<file path="src/rtl/nibble_pack_fifo_if.sv">
`default_nettype none
// ----------------------------------------------------------------------------
// nibble_pack_fifo_if : nibble-in / byte-out handshake bundle for nibble_pack_fifo
// Revision 1.0 - initial release
// ----------------------------------------------------------------------------
interface nibble_pack_fifo_if #(
  parameter int DEPTH = 4
);
  localparam int AW = $clog2(DEPTH);

  logic          in_valid;
  logic [3:0]    in_nib;
  logic          in_ready;
  logic          flush;
  logic          out_valid;
  logic [7:0]    out_byte;
  logic          out_partial;
  logic          out_ready;
  logic [AW:0]   count;
  logic          err;

  // Block side: consumes nibbles, produces bytes.
  modport slave (
    input  in_valid, in_nib, flush, out_ready,
    output in_ready, out_valid, out_byte, out_partial, count, err
  );

  // Environment side: upstream producer plus byte sink.
  modport master (
    output in_valid, in_nib, flush, out_ready,
    input  in_ready, out_valid, out_byte, out_partial, count, err
  );
endinterface
`default_nettype wire

</file>
<file path="src/rtl/nibble_pack_fifo.sv">
`default_nettype none
// ----------------------------------------------------------------------------
// nibble_pack_fifo : packs 4-bit nibbles into bytes, buffers them in a show-ahead FIFO
// Revision 1.0 - initial release
// ----------------------------------------------------------------------------
module nibble_pack_fifo #(
  parameter int  DEPTH     = 4,
  parameter bit  LSN_FIRST = 1'b1,
  localparam int AW        = $clog2(DEPTH)
) (
  input  wire logic         clk,
  input  wire logic         rst,
  nibble_pack_fifo_if.slave bus
);

  localparam logic [AW:0] FULL_CNT = (AW + 1)'(DEPTH);
  localparam logic [AW:0] CNT_ONE  = (AW + 1)'(1);
  localparam logic [AW-1:0] PTR_ONE = AW'(1);

  typedef enum logic [0:0] {
    S_EMPTY = 1'b0,
    S_HALF  = 1'b1
  } state_t;

  state_t       state_q, state_d;
  logic [3:0]   hold_q, hold_d;
  logic [AW-1:0] wr_ptr_q, wr_ptr_d;
  logic [AW-1:0] rd_ptr_q, rd_ptr_d;
  logic [AW:0]  count_q, count_d;
  logic         err_q, err_d;
  logic [8:0]   mem_q [DEPTH];
  logic [8:0]   mem_d [DEPTH];

  logic         full;
  logic         in_ready;
  logic         accept;
  logic         pop;
  logic         push;
  logic [8:0]   push_entry;
  logic [8:0]   head;
  logic [7:0]   full_byte;
  logic [7:0]   pad_byte;

  // Nibble ordering inside the byte is fixed at elaboration time.
  generate
    if (LSN_FIRST) begin : g_lsn_first
      assign full_byte = {bus.in_nib, hold_q};
      assign pad_byte  = {4'h0, hold_q};
    end else begin : g_msn_first
      assign full_byte = {hold_q, bus.in_nib};
      assign pad_byte  = {hold_q, 4'h0};
    end
  endgenerate

  assign full     = (count_q == FULL_CNT);
  // Registered-only: a pop this cycle does not open the input.
  assign in_ready = !((state_q == S_HALF) && full);
  assign accept   = bus.in_valid && in_ready;
  assign pop      = (count_q != '0) && bus.out_ready;
  assign head     = mem_q[rd_ptr_q];

  always_comb begin
    state_d    = state_q;
    hold_d     = hold_q;
    push       = 1'b0;
    push_entry = 9'h000;

    case (state_q)
      S_EMPTY: begin
        if (accept) begin
          hold_d  = bus.in_nib;
          state_d = S_HALF;
        end
      end
      S_HALF: begin
        if (accept) begin
          push       = 1'b1;
          push_entry = {1'b0, full_byte};
          state_d    = S_EMPTY;
        end else if (bus.flush && !bus.in_valid && !full) begin
          push       = 1'b1;
          push_entry = {1'b1, pad_byte};
          state_d    = S_EMPTY;
        end
      end
      default: state_d = S_EMPTY;
    endcase
  end

  always_comb begin
    mem_d    = mem_q;
    wr_ptr_d = wr_ptr_q;
    rd_ptr_d = rd_ptr_q;
    count_d  = count_q;

    if (push) begin
      mem_d[wr_ptr_q] = push_entry;
      wr_ptr_d        = wr_ptr_q + PTR_ONE;
    end
    if (pop) begin
      rd_ptr_d = rd_ptr_q + PTR_ONE;
    end
    if (push && !pop) begin
      count_d = count_q + CNT_ONE;
    end else if (pop && !push) begin
      count_d = count_q - CNT_ONE;
    end
  end

  // Offending nibble is simply not accepted; only the flag records it.
  always_comb begin
    err_d = err_q || (bus.in_valid && !in_ready);
  end

  always_ff @(posedge clk or negedge rst) begin
    if (!rst) begin
      state_q  <= S_EMPTY;
      hold_q   <= 4'h0;
      wr_ptr_q <= '0;
      rd_ptr_q <= '0;
      count_q  <= '0;
      err_q    <= 1'b0;
      for (int i = 0; i < DEPTH; i++) begin
        mem_q[i] <= 9'h000;
      end
    end else begin
      state_q  <= state_d;
      hold_q   <= hold_d;
      wr_ptr_q <= wr_ptr_d;
      rd_ptr_q <= rd_ptr_d;
      count_q  <= count_d;
      err_q    <= err_d;
      for (int i = 0; i < DEPTH; i++) begin
        mem_q[i] <= mem_d[i];
      end
    end
  end

  assign bus.in_ready    = in_ready;
  assign bus.out_valid   = (count_q != '0);
  assign bus.out_byte    = (count_q != '0) ? head[7:0] : 8'h00;
  assign bus.out_partial = (count_q != '0) ? head[8]   : 1'b0;
  assign bus.count       = count_q;
  assign bus.err         = err_q;

  a_count_bound : assert property (@(posedge clk) disable iff (!rst) count_q <= FULL_CNT);
  a_no_full_push : assert property (@(posedge clk) disable iff (!rst) !(push && full));

endmodule
`default_nettype wire

</file>
<file path="src/flat_wrapper.sv">
// flat-port wrapper written by rule: the top's interface ports become plain ports
module nibble_pack_fifo_flat 
#(
  parameter int  DEPTH     = 4,
  parameter bit  LSN_FIRST = 1'b1,
  localparam int AW        = $clog2(DEPTH)
)
  (clk, rst, bus_in_valid, bus_in_nib, bus_flush, bus_out_ready, bus_in_ready, bus_out_valid, bus_out_byte, bus_out_partial, bus_count, bus_err);
  nibble_pack_fifo_if #(.DEPTH(DEPTH)) bus_i ();
  input  wire logic clk;
  input  wire logic rst;
  input wire logic [$bits(bus_i.in_valid)-1:0] bus_in_valid;
  input wire logic [$bits(bus_i.in_nib)-1:0] bus_in_nib;
  input wire logic [$bits(bus_i.flush)-1:0] bus_flush;
  input wire logic [$bits(bus_i.out_ready)-1:0] bus_out_ready;
  output wire logic [$bits(bus_i.in_ready)-1:0] bus_in_ready;
  output wire logic [$bits(bus_i.out_valid)-1:0] bus_out_valid;
  output wire logic [$bits(bus_i.out_byte)-1:0] bus_out_byte;
  output wire logic [$bits(bus_i.out_partial)-1:0] bus_out_partial;
  output wire logic [$bits(bus_i.count)-1:0] bus_count;
  output wire logic [$bits(bus_i.err)-1:0] bus_err;
  assign bus_i.in_valid = bus_in_valid;
  assign bus_i.in_nib = bus_in_nib;
  assign bus_i.flush = bus_flush;
  assign bus_i.out_ready = bus_out_ready;
  assign bus_in_ready = bus_i.in_ready;
  assign bus_out_valid = bus_i.out_valid;
  assign bus_out_byte = bus_i.out_byte;
  assign bus_out_partial = bus_i.out_partial;
  assign bus_count = bus_i.count;
  assign bus_err = bus_i.err;
  nibble_pack_fifo #(.DEPTH(DEPTH), .LSN_FIRST(LSN_FIRST)) u_core (.clk(clk), .rst(rst), .bus(bus_i));
endmodule
</file>
<file path="config.mk">
export PLATFORM = sky130hd
export DESIGN_NAME = nibble_pack_fifo_flat
export DESIGN_NICKNAME = d
export VERILOG_FILES = /design/src/rtl/nibble_pack_fifo_if.sv /design/src/rtl/nibble_pack_fifo.sv /design/src/flat_wrapper.sv
export SDC_FILE = /design/constraint.sdc
export NUM_CORES = 1
export LEC_CHECK = 0
export CAP_MARGIN = 40
export CORE_MARGIN = 1
export CORE_UTILIZATION = 50
export CTS_BUF_LIST = sky130_fd_sc_hd__clkbuf_4 sky130_fd_sc_hd__clkbuf_8
export CTS_CLUSTER_DIAMETER = 50
export DETAILED_ROUTE_END_ITERATION = 8
export DONT_BUFFER_PORTS = 1
export RECOVER_POWER = 50
export REMOVE_ABC_BUFFERS = 1
export SLEW_MARGIN = 40
export SYNTH_ARGS = -nofsm -noshare
export SYNTH_HDL_FRONTEND = slang
export SYNTH_SLANG_ARGS = --single-unit
</file>
<file path="constraint.sdc">
create_clock -name clk -period 4.64 [get_ports clk]
set_clock_uncertainty 0.05 [all_clocks]
set_input_delay 0.464 -clock clk [delete_from_list [all_inputs] [get_ports clk]]
set_output_delay 0.464 -clock clk [all_outputs]
set_load 0.1 [all_outputs]
</file>
==> out/summary.md <==
The via count is 1291. Number of warnings printed during yosys synthesis: 0. In the layout the commonest cells are dfrtp_1, mux2_2, mux4_2, and2_2, clkbuf_8. After filler insertion, the fill cell instance count of the layout stands at 357. The count of buffers added on input and output ports is 0. In this run, CTS created clock tree buffers numbering 5. The multiplexer share of the synthesized area was 27.3%; the final antenna diode count was 0. In this design, the stage delay of the slowest critical-path cell is 1870 ps. Of the cells placed in the final design, the portion with a size suffix greater than 1 is 45.4%. The endpoint identified for the worst register-to-register timing path is u_core.bus.count[2]$_DFFE_PN0P_.

The number of gates on the worst path with buffers counted works out to 2. Source of the critical timing path: rst. The share of the Yosys chip area taken by registers is 53.1%.

The synthesized netlist devotes 3.58% of its cell area to adder and majority cells. The logs give 4380 um^2 for the floorplan core area and 1420 ps for the slack of the worst reg-to-reg path. After synthesis the netlist holds a flip-flop and latch count of 49. The starting density of the core is 52.7%.

The commonest non-fill, non-tap cell in the layout was dfrtp_1. The floorplan step defined a die boundary enclosing 4900 um^2. On the critical path the largest part of the delay comes from buffers and inverters.

The run gives 0 ps as the total negative setup slack. Walking the worst path, the cells encountered are dlygate4sd3_1 -> clkbuf_1. Endpoint of the most critical setup path: u_core.bus.count[0]$_DFFE_PN0P_. After the first detailed-routing iteration, the DRC count stood at 31.

The largest family of logic cells by synthesized area is multiplexers. The clock tree synthesis step divided the H-tree into 2 levels. The tree is rooted in a clkbuf_8.

The maximum operating frequency is 305 MHz. The remaining number of nets flagged by the antenna check after routing was 0. STA classifies the critical path endpoint as an async pin.

In the finished design, the share of the clock period the worst path needs comes to 70.7%. The tools report the largest net degree at the start of global routing as 50. Setup repair after global routing left no endpoint under its margin. Clock-pin slew was measured on the worst setup and hold paths at 90 ps. Number of max-slew violations in the final report: 50.

The number of cells on the worst reg-to-reg path is 8. Compared with the post-synthesis result, the final layout area differs by 8.72%. The worst setup path is of the in2async kind. STA puts the critical path data required time at 4250 ps. The via count of the first global-routing pass was 1450. The final reports fail on capacitance limit, slew limit. For the worst-skew pair, the clock arrives at the later sink with an insertion delay of 300 ps.

The run gives 1 as the total of max-cap violations. Counting along the longest clock path gives a buffer depth of 2. For the finished layout, the period the worst path requires is 3280 ps. For the initial antenna violation count, the log shows 0. On the critical path, the stage with the largest delay is an instance of clkbuf_1.

In this run the worst path has a maximum fanout of 49. For the worst setup path, the data arrival time is 2890 ps. Together, buffers and inverters on the worst path number 2. Before antenna repair, the detailed router went through 4 iterations. The TritonCTS sink count was 49. The routed length per placed instance came out at 20.2 um. The mean area per synthesized cell is 14.7 um^2, and the distinct cell type count of the synthesized netlist is 28. The worst register-to-register path begins at u_core.bus.count[2]$_DFFE_PN0P_. The first global-routing pass estimated 7370 um of wire. The worst slew margin relative to its limit is -75.2%. Summed over all layers, the routed wires come to 4350 um. The vertical extent of the die works out to 70.0 um.

TritonCTS built the clock tree. The combined area of all synthesized cells was 2310 um^2. For the final HPWL from detailed placement, the log shows 2920 um.

The tools report the post-layout net count as 177. The run gives 24 as the top-level I/O count. The launching element type of the critical path was a primary input.

After global routing the overflow that remains totals 0. Setup violations remaining at the end of the flow were counted as 0. Horizontal die dimension: 70.0 um. The post-synthesis share of cell area spent on and, or, nand and nor gates was 8.67%.

The number of remaining DRC errors was 0. The initialized floorplan defines 24 standard-cell rows. In this run the worst hold path is classified as in2reg. The synthesized netlist devotes 3.52% of its cell area to compound gates.

In the routed layout, each cell is associated on average with a via count of 6.00. Global routing used 20.2% of the available tracks across all layers. For the pin with the worst max-slew slack, the measured transition is 2630 ps. At the end of routability-driven placement, the weighted congestion stood at 0.778. After technology mapping, the gate count stands at 157.

For the total count of hold-check failures in the final report, the log shows 0. The run finished, with violations left. The area share of xor/xnor cells in the synthesized design works out to 2.28%. For the buffer count from post-CTS setup fixing, the log shows 0.
[worst min-delay path by stage]
stage                 startpoint                              end  depth (start not counted)  slack [ps]
finish              bus_in_valid         u_core.state_q$_DFF_PN0_                          2         240
global route        bus_in_valid         u_core.state_q$_DFF_PN0_                          2         230
CTS                 bus_in_valid         u_core.state_q$_DFF_PN0_                          2         230
detailed placement           rst     u_core.mem_q[27]$_DFFE_PN0P_                          0         120
global placement             rst     u_core.mem_q[27]$_DFFE_PN0P_                          0         120
floorplan                    rst  u_core.bus.count[0]$_DFFE_PN0P_                          0         120
[flip-flops by register name, indices dropped and copies added (netlist names)]
signal and cells:
u_core.state_q 1, u_core.mem_q 36, u_core.bus.err 1, u_core.wr_ptr_q 2
u_core.bus.count 3, u_core.hold_q 4, u_core.rd_ptr_q 2
[logic make-up after synthesis]
family	Yosys count
AOI/OAI and AO/OA	11
xor gates and xnor gates	6
muxes	47
and+or+nand+nor	30
DFF	49
adders and majority gates	6
buffers and inverters	8
[timing repair]
item,4_1_cts,5_1_grt
resized for setup,0,0
hold buffers,2,0
hold endpoints to repair,49,0
[through the flow]
step	util [%]	instances	setup WS (ps)	hold slack, ps	instance area (um^2)
final	57.3	215	1360	239	2510
after global placement	53.6	204	1470	119	2350
after CTS	57.9	215	1590	235	2540
after floorplan	-	152	1560	118	2280
after global routing	57.3	215	765	228	2510
after detailed placement	54.3	205	1650	119	2380
[Yosys cell counts, drive strengths merged]
| master | count | share of area, % |
|---|---|---|
| nor2 | 5 | 0.92 |
| mux2 | 38 | 19 |
| nand2b | 1 | 0.27 |
| and3 | 4 | 1.1 |
| nand3 | 1 | 0.22 |
| o211ai | 1 | 0.33 |
| o21ai | 1 | 0.38 |
| mux4 | 9 | 8.8 |
| nor3b | 4 | 2.2 |
| fa | 1 | 0.87 |
| or3 | 1 | 0.33 |
| inv | 3 | 0.49 |
| buf | 3 | 0.76 |
| a21o | 1 | 0.38 |
| dfrtp | 49 | 53 |
| ha | 5 | 2.7 |
| clkbuf | 2 | 0.33 |
| a41oi | 4 | 1.5 |
| or3b | 1 | 0.38 |
| nand2 | 2 | 0.33 |
| a31oi | 1 | 0.27 |
| a21oi | 3 | 0.65 |
| xnor2 | 4 | 1.5 |
| and2 | 11 | 3.0 |
| xor2 | 2 | 0.76 |
[layer usage]
| layer | share of wire (%) | wire, um | track usage, % |
|---|---|---|---|
| met1 | 43 | 1860 | 25.4 |
| met3 | 3.7 | 162 | 5.19 |
| met5 | 0 | 0 | 0 |
| met2 | 52 | 2280 | 34.2 |
| met4 | 1.1 | 49 | 6.44 |
[layout make-up]
cell class,count,area [um^2],area share [%]
Sequential cell,49,1230,48.9
Multi-Input combinational cell,100,1060,42.2
Clock buffer,6,82.6,3.29
Tap cell,52,65.1,2.59
Clock inverter,2,37.5,1.49
Timing Repair Buffer,3,28.8,1.15
Inverter,3,11.3,0.448
Power is not shown: default switching activity piles up to over one toggle a cycle in this logic, so the estimate is an artifact.
